### src/rtl/tiny_rv_decode_pipe.sv
// rtl/tiny_rv_decode_pipe.sv - RV32I decode register stage with valid/ready handshake and optional skid buffer
//
// Parameters:
//   XLEN : width of pc and immediate (32 or 64); immediates sign-extend to XLEN
//   SKID : 1 = one-entry skid buffer, fetch_ready is a register
//          0 = no skid, fetch_ready = !decode_valid || decode_ready
// Ports:
//   i_clk, i_reset (asynchronous, active high), i_flush (synchronous)
//   fetch_valid / fetch_ready / fetch_pc / fetch_inst : upstream word
//   decode_valid / decode_ready                       : downstream handshake
//   decode_pc, decode_inst, decode_opcode, decode_funct3, decode_funct7,
//   decode_rs1, decode_rs2, decode_rd                 : raw fields of the accepted word
//   decode_imm                                        : sign-extended immediate
//   decode_fmt                                        : 0=R 1=I 2=S 3=B 4=U 5=J 6=ILL
//   decode_rs1_en, decode_rs2_en, decode_rd_en        : register-use flags
//   decode_illegal                                    : unsupported or non-32-bit encoding

module tiny_rv_decode_pipe #(
  parameter int XLEN = 32,
  parameter bit SKID = 1'b1
) (
  input  logic            i_clk,
  input  logic            i_reset,
  input  logic            i_flush,
  input  logic            fetch_valid,
  output logic            fetch_ready,
  input  logic [XLEN-1:0] fetch_pc,
  input  logic [31:0]     fetch_inst,
  output logic            decode_valid,
  input  logic            decode_ready,
  output logic [XLEN-1:0] decode_pc,
  output logic [31:0]     decode_inst,
  output logic [XLEN-1:0] decode_imm,
  output logic [6:0]      decode_opcode,
  output logic [2:0]      decode_funct3,
  output logic [6:0]      decode_funct7,
  output logic [4:0]      decode_rs1,
  output logic [4:0]      decode_rs2,
  output logic [4:0]      decode_rd,
  output logic [2:0]      decode_fmt,
  output logic            decode_rs1_en,
  output logic            decode_rs2_en,
  output logic            decode_rd_en,
  output logic            decode_illegal
);

  localparam logic [2:0] FMT_R   = 3'd0;
  localparam logic [2:0] FMT_I   = 3'd1;
  localparam logic [2:0] FMT_S   = 3'd2;
  localparam logic [2:0] FMT_B   = 3'd3;
  localparam logic [2:0] FMT_U   = 3'd4;
  localparam logic [2:0] FMT_J   = 3'd5;
  localparam logic [2:0] FMT_ILL = 3'd6;

  // Everything the output stage needs from one decoded word; raw fields are
  // sliced back out of inst so they cannot disagree with it.
  typedef struct packed {
    logic [XLEN-1:0] pc;
    logic [31:0]     inst;
    logic [XLEN-1:0] imm;
    logic [2:0]      fmt;
    logic            rs1_en;
    logic            rs2_en;
    logic            rd_en;
    logic            illegal;
  } entry_t;

  entry_t      dec_entry;
  entry_t      out_q;
  entry_t      skid_q;
  logic        out_valid;
  logic        skid_valid;
  logic [2:0]  fmt;
  logic [31:0] imm32;
  logic        accept;
  logic        out_free;

  // Every supported opcode ends in 2'b11, so compressed / non-32-bit
  // encodings fall into the default branch and decode as illegal.
  always_comb begin
    fmt = FMT_ILL;
    case (fetch_inst[6:0])
      7'b0110111, 7'b0010111:                        fmt = FMT_U;
      7'b1101111:                                    fmt = FMT_J;
      7'b1100111, 7'b0000011, 7'b0010011,
      7'b0001111, 7'b1110011:                        fmt = FMT_I;
      7'b1100011:                                    fmt = FMT_B;
      7'b0100011:                                    fmt = FMT_S;
      7'b0110011:                                    fmt = FMT_R;
      default:                                       fmt = FMT_ILL;
    endcase
  end

  // 32-bit immediate; bit 31 is always inst[31], so widening to XLEN is a
  // plain sign extension of this value.
  always_comb begin
    imm32 = 32'd0;
    case (fmt)
      FMT_I: imm32 = {{20{fetch_inst[31]}}, fetch_inst[31:20]};
      FMT_S: imm32 = {{20{fetch_inst[31]}}, fetch_inst[31:25], fetch_inst[11:7]};
      FMT_B: imm32 = {{19{fetch_inst[31]}}, fetch_inst[31], fetch_inst[7],
                      fetch_inst[30:25], fetch_inst[11:8], 1'b0};
      FMT_U: imm32 = {fetch_inst[31:12], 12'd0};
      FMT_J: imm32 = {{11{fetch_inst[31]}}, fetch_inst[31], fetch_inst[19:12],
                      fetch_inst[20], fetch_inst[30:21], 1'b0};
      default: imm32 = 32'd0;
    endcase
  end

  always_comb begin
    dec_entry         = '0;
    dec_entry.pc      = fetch_pc;
    dec_entry.inst    = fetch_inst;
    dec_entry.imm     = XLEN'($signed(imm32));
    dec_entry.fmt     = fmt;
    dec_entry.rs1_en  = (fmt == FMT_R) || (fmt == FMT_I) || (fmt == FMT_S) || (fmt == FMT_B);
    dec_entry.rs2_en  = (fmt == FMT_R) || (fmt == FMT_S) || (fmt == FMT_B);
    dec_entry.rd_en   = ((fmt == FMT_R) || (fmt == FMT_I) || (fmt == FMT_U) || (fmt == FMT_J))
                        && (fetch_inst[11:7] != 5'd0);
    dec_entry.illegal = (fmt == FMT_ILL);
  end

  // With SKID=1 fetch_ready is just the inverted skid flop, so it falls the
  // cycle after the skid fills and rises the cycle after it empties.
  assign fetch_ready = SKID ? ~skid_valid : (~out_valid | decode_ready);
  assign accept      = fetch_valid & fetch_ready;
  assign out_free    = ~out_valid | decode_ready;

  // The skid only ever loads while the output is stalled; with SKID=0 the
  // accept condition already implies out_free, so that branch never fires.
  always_ff @(posedge i_clk or posedge i_reset) begin
    if (i_reset) begin
      out_valid  <= 1'b0;
      out_q      <= '0;
      skid_valid <= 1'b0;
      skid_q     <= '0;
    end else if (i_flush) begin
      out_valid  <= 1'b0;
      out_q      <= '0;
      skid_valid <= 1'b0;
      skid_q     <= '0;
    end else if (out_free) begin
      if (skid_valid) begin
        // fetch_ready is low while the skid is full, so no new word competes here.
        out_q      <= skid_q;
        out_valid  <= 1'b1;
        skid_valid <= 1'b0;
      end else if (accept) begin
        out_q      <= dec_entry;
        out_valid  <= 1'b1;
      end else begin
        out_valid  <= 1'b0;
      end
    end else if (accept) begin
      skid_q     <= dec_entry;
      skid_valid <= 1'b1;
    end
  end

  assign decode_valid   = out_valid;
  assign decode_pc      = out_q.pc;
  assign decode_inst    = out_q.inst;
  assign decode_imm     = out_q.imm;
  assign decode_opcode  = out_q.inst[6:0];
  assign decode_funct3  = out_q.inst[14:12];
  assign decode_funct7  = out_q.inst[31:25];
  assign decode_rs1     = out_q.inst[19:15];
  assign decode_rs2     = out_q.inst[24:20];
  assign decode_rd      = out_q.inst[11:7];
  assign decode_fmt     = out_q.fmt;
  assign decode_rs1_en  = out_q.rs1_en;
  assign decode_rs2_en  = out_q.rs2_en;
  assign decode_rd_en   = out_q.rd_en;
  assign decode_illegal = out_q.illegal;

endmodule

### config.mk
export PLATFORM = sky130hd
export DESIGN_NAME = tiny_rv_decode_pipe
export DESIGN_NICKNAME = d
export VERILOG_FILES = /design/src/rtl/tiny_rv_decode_pipe.sv
export SDC_FILE = /design/constraint.sdc
export NUM_CORES = 1
export LEC_CHECK = 0
export BUFFER_PORTS_ARGS = -buffer_cell sky130_fd_sc_hd__buf_2
export CORE_MARGIN = 4
export CORE_UTILIZATION = 45
export DETAILED_ROUTE_END_ITERATION = 8
export MAX_ROUTING_LAYER = met4
export PLACE_DENSITY = 0.68
export SKIP_CTS_REPAIR_TIMING = 1
export SLEW_MARGIN = 10
export SYNTH_ARGS = -nofsm -noshare
export SYNTH_HDL_FRONTEND = slang
export SYNTH_SLANG_ARGS = --single-unit
### constraint.sdc
create_clock -name i_clk -period 12.05 [get_ports i_clk]
set_clock_uncertainty 0.2 [all_clocks]
set_input_delay 1.8075 -clock i_clk [delete_from_list [all_inputs] [get_ports i_clk]]
set_output_delay 1.8075 -clock i_clk [all_outputs]
set_load 0.02 [all_outputs]
Yosys cells after proc, flatten, opt, wreduce, memory -nomap -nowiden
Cells that the tools add are included.
{"block": "totals", "register_bits": 208, "out_inout_bits": 137, "word_cells": 73, "input_bits": 69}
{"block": "op_classes", "n_reduce_logical": 18, "bitwise": 4, "n_eq_ne": 18, "n_mux": 15}
{"op": "$mux 103", "n": 6}
{"op": "$pmux 32 s5", "n": 1}
{"op": "$eq 7x7->1 const B", "n": 4}
{"op": "$eq 7x6->1 const B", "n": 3}
{"op": "$pmux 3 s6", "n": 1}
{"op": "$eq 7x5->1 const B", "n": 2}
{"op": "$eq 3x3->1 const B", "n": 3}
{"op": "$eq 7x2->1 const B", "n": 1}
{"op": "$eq 7x4->1 const B", "n": 1}
{"op": "$logic_or 1x1->1", "n": 7}
{"op": "$mux 1", "n": 7}
{"op": "$eq 3x2->1 const B", "n": 2}
{"op": "$reduce_bool 3->1", "n": 2}
{"op": "$reduce_bool 5->1", "n": 1}
{"op": "$reduce_or 5->1", "n": 1}
{"op": "$reduce_and 2->1", "n": 2}
{"op": "$reduce_bool 2->1", "n": 2}
{"op": "$eq 3x1->1 const B", "n": 1}
{"op": "$logic_not 3->1", "n": 1}
{"op": "$ne 2x2->1 const B", "n": 1}
{"op": "$not 1->1", "n": 2}
{"op": "$reduce_or 2->1", "n": 1}
{"op": "$and 1x1->1", "n": 1}
{"op": "$logic_and 1x1->1", "n": 1}
{"op": "$or 1x1->1", "n": 1}

Logic depth before layout (Yosys ltp)
Gate-level depths: netlist of the first run.
{"block": "logic_depth", "ltp_word": 12, "ltp_mapped": 7}

Worst setup path after synthesis of the first run
Ideal clock, no wire load.
{"block": "synth_path", "path_kind": "input -> register", "from": "input port i_flush", "to": "register skid_q[12] (netlist bit)", "stages": 5, "setup_time_ns": 0.066, "setup_slack_ns": 8.802, "n_path_buf": 2, "arrival_time_ns": 2.982, "cell_sequence": "buf_2 -> or3_4 -> buf_2 -> nor3_4 -> a22o_1"}
{"block": "synth_between", "elab_chain_len": 2, "word_cells_on_any_way": 4, "classes_between": "eq/ne: 1; mux: 1; reduce/logical: 2"}
{"item": "from (decl)", "line_no": "24", "text": "input logic i_flush,"}
{"item": "$ne 2x2->1 (no source line) or $reduce_bool 2->1 (tied branches)"}
{"item": "$reduce_and 2->1 (no source line)"}
{"item": "to (signal assigned)", "line_no": "155", "text": "skid_q <= dec_entry;"}
{"item": "to (decl)", "line_no": "70", "text": "entry_t skid_q;"}
Parallel ways exist; a longest one is shown, timed or not.
A chain may end at the register's enable or synchronous reset.

Worst setup path in the final report of the first run
{"block": "layout_path", "from": "register skid_valid", "to": "output port fetch_ready"}
{"block": "layout_between", "elab_chain_len": 1}
{"item": "from (decl)", "line_no": "72", "text": "logic skid_valid;"}
{"item": "from (signal assigned)", "line_no": "135", "text": "skid_valid <= 1'b0;"}
{"item": "from (signal assigned)", "line_no": "140", "text": "skid_valid <= 1'b0;"}
{"item": "from (signal assigned)", "line_no": "147", "text": "skid_valid <= 1'b0;"}
{"item": "$not 1->1", "line_no": "125", "text": "assign fetch_ready = SKID ? ~skid_valid : (~out_valid | decode_ready);"}
{"item": "to (decl)", "line_no": "26", "text": "output logic fetch_ready,"}
Every way passes these cells.

==> qor.csv, run 1 <==
stage;metric;value;unit
clock_network;cts_root_buf;clkbuf_16;
logic_synthesis;yosysSeqAreaShare;56.6;%
pwr;intPower;1.16;mW
critical_path;crit_type;flip-flop to output port;
pwr;p_per_area;145;nW/µm²
cells_and_area;drive_gt1_share;28.5;%
critical_path;cp-start-kind;flip-flop;
clock_network;cts_inserted_buffers;23;
drt;dr.pass1.iters;5;
floorplan;initial_utilization;45.6;%
logic_synthesis;syn-instance-count;806;
logic_synthesis;synth.distinct_cells;54;
logic_synthesis;yosysTopAreaCell;dfrtp_1;
timing;drv_slew;0;
logic_synthesis;netlist_area;9190;µm²
timing;worst_pin_slew;1.15;ns
drt;drt-total-wl;24600;µm
place;place_inst;1195;
critical_path;critPathArrivalTime;2.81;ns
logic_synthesis;synth_seq_cells;208;
clock_network;htreeDepth;1;
clock_network;cts_tree;yes;
critical_path;critPathMaxFanout;51;
drt;initialDrtViolationCount;529;
drt;drc;0;
critical_path;critical_path_required;10.04;ns
critical_path;reg2reg_slack;8.00;ns
place;io_buffer_count;205;
timing;report.final.setup_viol;0;
logic_synthesis;ys_top_cells_by_area;dfrtp_1, a22o_1, mux2i_1, o21ai_0, nand2_1;
global_routing;overflow;0;
critical_path;end_kind;output port;
clock_network;cts_sinks;208;
drt;vias;7059;
global_routing;grt_antenna_before_repair;2;
cells_and_area;finalInstanceArea;10800;µm²
pwr;clkPwrFrac;42.6;%
floorplan;design.core.area;20200;µm²
timing;rsz0062_at_grt;false;
floorplan;ios;206;
cells_and_area;stdcell_count;1238;
floorplan;die_width;151;µm
global_routing;grt_max_degree;142;
pwr;p_comb_share;10.5;%
logic_synthesis;synth-simple-area-share;8.98;%
logic_synthesis;muxShareOfSynthArea;6.97;%
timing;fmax;208;MHz
logic_synthesis;synthAdderAreaFrac;0;%
logic_synthesis;synth-compound-area-share;21.3;%
pwr;total_power;1.57;mW
pwr;switching_share;26.1;%
logic_synthesis;syn_nets;875;
pwr;p_leak;5.35;nW
pwr;max-vdd-ir-drop;0.103;mV
timing;setup_tns;0;ns
logic_synthesis;avgSynthCellArea;11.4;µm²
clock_network;clk_pin_slew;0.06;ns
timing;slew_headroom;23.3;%
logic_synthesis;yosys_warnings;0;
logic_synthesis;synthXorXnorAreaFrac;0.0953;%
clock_network;clock_latency;0.50;ns
floorplan;die_h;151;µm
logic_synthesis;synth_top_cell_area_share;56.6;%
pwr;p_seq_share;46.9;%
timing;min_period;4.81;ns
drt;wl_per_cell;19.8;µm
global_routing;track_usage;21.7;%
cells_and_area;syn_to_final_growth;18.0;%
clock_network;clockBufferDepth;3;
flow_run;cap_violations;0;
floorplan;die_area;22800;µm²
global_routing;grt_pass1_wl;38700;µm
status;outcome;completed;
place;place_area;10100;µm²
logic_synthesis;synth_top_family_by_area;compound AO/OA/AOI/OAI gates;
place;place_congestion;0.855;
drt;ant_nets;0;
place;dpl.hpwl;15300;µm
cells_and_area;fillers;1829;
pwr;p_sw;410;µW
floorplan;rows;52;
timing;fin_crit_sh;39.9;%
drt;via_per_inst;5.70;
worst_hold_path;hp-class;flip-flop to flip-flop;
global_routing;grt_pass1_vias;6851;
cells_and_area;fin_nets;1019;
timing;finalHoldViolCount;0;
power groups by stage:
stage	clock (mW)	sequential, mW	combinational, mW
after floorplan	0	0.767	0.0898
after detailed placement	0	0.749	0.167
final	0.668	0.736	0.165
after global routing	0.710	0.739	0.180
after CTS	0.683	0.737	0.167
after global placement	0	0.749	0.165
sequential cells by signal, indices dropped and copies added (netlist names):
register	flops
decode_fmt	3
decode_illegal	1
decode_imm	32
decode_inst	32
decode_pc	32
decode_rd_en	1
decode_rs1_en	1
decode_rs2_en	1
decode_valid	1
skid_q	103
skid_valid	1
cell type report:
cell class              count  area [µm²]  area share [%]
inverters                   4        22.5           0.208
clock inverters             6        36.3           0.335
clock buffers              35         681            6.28
repair buffers            213        1090            10.0
diodes                      2        5.00          0.0462
well taps                 270         338            3.12
flip-flops and latches    208        5210            48.0
multi-input cells         500        3470            32.0
placed cells by master, fill, tap and decap left out, types with 2 or more instances in the layout:
master       n
a22oi_1      6
nand3_1      4
a21o_1       7
o21ai_0     95
o21ai_1     17
nor3_1       4
a211oi_1    11
nor3_4       6
a21oi_1      4
mux2i_1     64
nand2_1    109
clkinv_2     5
diode_2      2
dfrtp_1    207
or3_4        2
clkbuf_8     6
nor2_2       2
a32oi_1      5
buf_4        8
nand2b_1     4
inv_8        2
or3_1        2
a222oi_1     8
nor3_2       3
a2bb2oi_1    2
inv_1        2
buf_2      205
clkbuf_16   23
a221o_1     27
a22o_1      78
and2_1       2
nor2_1       6
and3_1       8
clkbuf_1     6
Yosys cell counts (all sizes together):
master	n
nor3b	1
a21boi	2
a21oi	5
buf	75
a31oi	2
nand2b	4
a221o	27
a32oi	5
a32o	1
nand4	1
nand3b	1
dfrtp	208
a211o	1
nor2	9
and3	8
mux2i	64
nor2b	1
nor4b	1
o21ai	112
and2	3
nand3	4
a21o	7
a222oi	8
xor2	1
o32a	1
a22oi	6
a2bb2oi	2
o21a	1
o22a	1
inv	4
nand2	110
nand4b	1
a22o	78
a211oi	12
or3	4
nor3	13
o211ai	1
and2b	1
or2	1
clkbuf	19
path summary, 6_finish.rpt:
path,from,cells past startpoint,to
setup / recovery,skid_valid,3,fetch_ready
hold / removal,decode_pc[12],2,decode_pc[12]
setup reg to reg,skid_valid,7,decode_imm[1]
hold reg to reg,decode_pc[12],2,decode_pc[12]
max in group asynchronous,i_reset,3,skid_valid
min in group asynchronous,i_reset,2,skid_q[75]
cell families (layout without fill, tap and decap cells):
group | count (synthesis) | count (layout)
mux | 64 | 64
xor+xnor | 1 | 1
flops | 208 | 208
other cells | 0 | 2
simple gates | 163 | 163
buf+inv | 98 | 258
compound gates | 272 | 272
stage by stage:
stage,util [%],hold slack [ns],setup slack [ns]
3_3_place_gp,50.2,0.255,7.49
3_5_place_dp,50.2,0.258,7.44
6_report,53.8,0.275,7.24
4_1_cts,53.7,0.276,7.20
5_1_grt,53.8,0.284,7.10
2_1_floorplan,-,0.237,4.36
routing by layer:
| layer | share of wire [%] | global-route usage (%) | vias up | routed length, µm |
|---|---|---|---|---|
| li1 | - | - | 3229 | - |
| met1 | 45 | 30.7 | 3557 | 11100 |
| met3 | 6.8 | 3.89 | 32 | 1670 |
| met5 | 0 | - | - | 0 |
| met4 | 1.9 | 5.26 | 0 | 457 |
| met2 | 46 | 32.8 | 241 | 11400 |
critical path, cell delays in order (launching register included):
cell	delay (ns)
dfrtp_4	0.81
buf_4	0.79
inv_2	0.38
buf_2	0.28
Note: power is estimated with default switching activity, not from simulation.
==> inputs of run 2 (changes only) <==
- clock period: 12.05 -> 4.7 ns (I/O delays scaled with it)
==> run 2 against run 1 <==
Compared with the run above:
- clock power rose to 2.6 times the previous value
- final area increased by 0.66%
- hold slack lost 0.037 ns
- largest cell class unchanged
==> qor.csv, run 2 (synthesis gave the netlist of run 1 again) <==
stage;metric;value;unit;change
pwr;p_per_area;373;nW/µm²;+160%
timing;report.final.setup_viol;0;;unchanged
flow_run;cap_violations;0;;unchanged
timing;finalHoldViolCount;0;;unchanged
floorplan;die_area;22800;µm²;unchanged
place;place_congestion;0.849;;-0.71%
pwr;intPower;3.02;mW;+160%
floorplan;die_width;151;µm;unchanged
worst_hold_path;holdPathEnd;skid_q[93];;
cells_and_area;top_register;skid_q;;
global_routing;track_usage;21.5;%;-0.22 points
global_routing;grt_antenna_before_repair;1;;-1
timing;drv_slew;0;;unchanged
drt;drc;0;;unchanged
pwr;p_sw;1.05;mW;+160%
clock_network;htreeDepth;1;;unchanged
drt;dr.pass1.iters;7;;+2
cells_and_area;stdcell_count;1241;;+0.24%
drt;drt-total-wl;24300;µm;-1.1%
critical_path;reg2regPathDepth;5;;-2
place;place_area;10200;µm²;+0.43%
timing;slew_headroom;25.1;%;+1.8 points
cells_and_area;final_cell_mix;dfrtp_1, buf_2, nand2_1;;
timing;fin_crit_sh;68.9;%;
drt;vias;7032;;-0.38%
cells_and_area;layout_commonest_cell;dfrtp_1;;
pwr;p_seq_share;46.4;%;-0.5 points
pwr;max-vdd-ir-drop;0.231;mV;+120%
timing;rsz0062_at_grt;false;;
place;io_buffer_count;205;;unchanged
clock_network;cts_root_buf;clkbuf_16;;
status;outcome;completed;;
drt;wl_per_cell;19.6;µm;-1.3%
floorplan;die_h;151;µm;unchanged
cells_and_area;fillers;1810;;-1.0%
floorplan;design.core.area;20200;µm²;unchanged
critical_path;crit_type;flip-flop to flip-flop;;
timing;whs;0.239;ns;-0.0367 ns
cells_and_area;regArea;5210;µm²;unchanged
pwr;total_power;4.07;mW;+160%
global_routing;overflow;0;;unchanged
pwr;clkPwrFrac;43.2;%;+0.6 points
drt;ant_nets;0;;unchanged
clock_network;clk_pin_slew;0.06;ns;about the same
cells_and_area;fin_util;54.1;%;+0.35 points
global_routing;grt_pass1_vias;6773;;-1.1%
timing;layout_setup_ws;1.46;ns;-5.77 ns
cells_and_area;syn_to_final_growth;18.7;%;
critical_path;startpoint;skid_valid;;
critical_path;critical_path_required;4.92;ns;-5.12 ns
timing;fmax;309;MHz;
cells_and_area;drive_gt1_share;28.8;%;+0.29 points
critical_path;critPathMaxFanout;48;;-5.9%
critical_path;critPathArrivalTime;3.46;ns;+0.65 ns
critical_path;end_kind;flip-flop;;
clock_network;cts_inserted_buffers;23;;unchanged
drt;initialDrtViolationCount;561;;+6.0%
pwr;switching_share;25.8;%;-0.31 points
floorplan;ios;206;;unchanged
cells_and_area;fin_nets;1023;;+0.39%
critical_path;r2r_start;skid_valid;;
place;place_inst;1198;;+0.25%
pwr;p_leak;5.38;nW;+0.50%
worst_hold_path;hp-class;primary input to flip-flop;;
timing;setup_tns;0;ns;unchanged
drt;via_per_inst;5.67;;-0.62%
floorplan;initial_utilization;45.6;%;unchanged
floorplan;rows;52;;unchanged
critical_path;reg2reg_slack;1.46;ns;-6.54 ns
worst_hold_path;worstHoldStart;fetch_pc[22];;
clock_network;cts_sinks;208;;unchanged
clock_network;clock_latency;0.50;ns;about the same
place;dpl.hpwl;15800;µm;+3.6%
cells_and_area;finalInstanceArea;10900;µm²;+0.66%
pwr;p_comb_share;10.5;%;about the same
global_routing;grt_pass1_wl;38200;µm;-1.1%
critical_path;timing.rr.end;skid_q[36];;
global_routing;grt_max_degree;79;;-44%
clock_network;cts_tree;yes;;
timing;worst_pin_slew;1.12;ns;-0.0326 ns
clock_network;clockBufferDepth;3;;unchanged
cells_and_area;multiInputGateArea;3470;µm²;unchanged
place;pre_cts_slack;1.53;ns;-5.91 ns
cells_and_area;largest_register_ff_count;103;;unchanged
worst_hold_path;hold-path-cell-count;2;;unchanged
timing;min_period;3.24;ns;
critical_path;cp-start-kind;flip-flop;;
-- run 2: layout make-up --
cell class / count / area share, %
multi-input combinational: 500 / 31.8
antenna: 1 / 0.0229
inverter: 4 / 0.172
tap: 270 / 3.10
timing repair buffer: 217 / 10.5
sequential: 208 / 47.7
clock inverter: 11 / 1.05
clock buffer: 30 / 5.70
-- run 2: worst max-delay path by stage --
| stage | endpoint | slack (ns) | cells past startpoint |
|---|---|---|---|
| finish | skid_q[36] | 1.46 | 5 |
| global route | skid_q[31] | 1.20 | 5 |
| CTS | skid_q[37] | 1.51 | 5 |
| detailed placement | skid_q[37] | 1.53 | 5 |
| global placement | skid_q[32] | 1.59 | 5 |
| floorplan | decode_fmt[0] | 1.09 | 1 |
-- run 2: metal layers --
| layer | global-route usage, % | routed length (µm) |
|---|---|---|
| met1 | 30.9 | 10900 |
| met2 | 32.1 | 11400 |
| met3 | 3.59 | 1590 |
| met4 | 5.08 | 464 |
| met5 | - | 0 |
-- run 2: critical path, cell delays in order (launching register included) --
cell and delay, ns:
dfrtp_4 0.77, inv_2 0.37, nand2_1 0.13, or3_4 0.46, nor3_1 0.93, a221o_1 0.29
-- run 2: power groups by stage --
| stage | Sequential (mW) | Clock [mW] | Combinational, mW |
|---|---|---|---|
| 2_1_floorplan | 1.97 | 0 | 0.231 |
| 5_1_grt | 1.90 | 1.87 | 0.469 |
| 4_1_cts | 1.89 | 1.79 | 0.433 |
| 3_5_place_dp | 1.92 | 0 | 0.431 |
| 6_report | 1.89 | 1.76 | 0.427 |
| 3_3_place_gp | 1.92 | 0 | 0.428 |
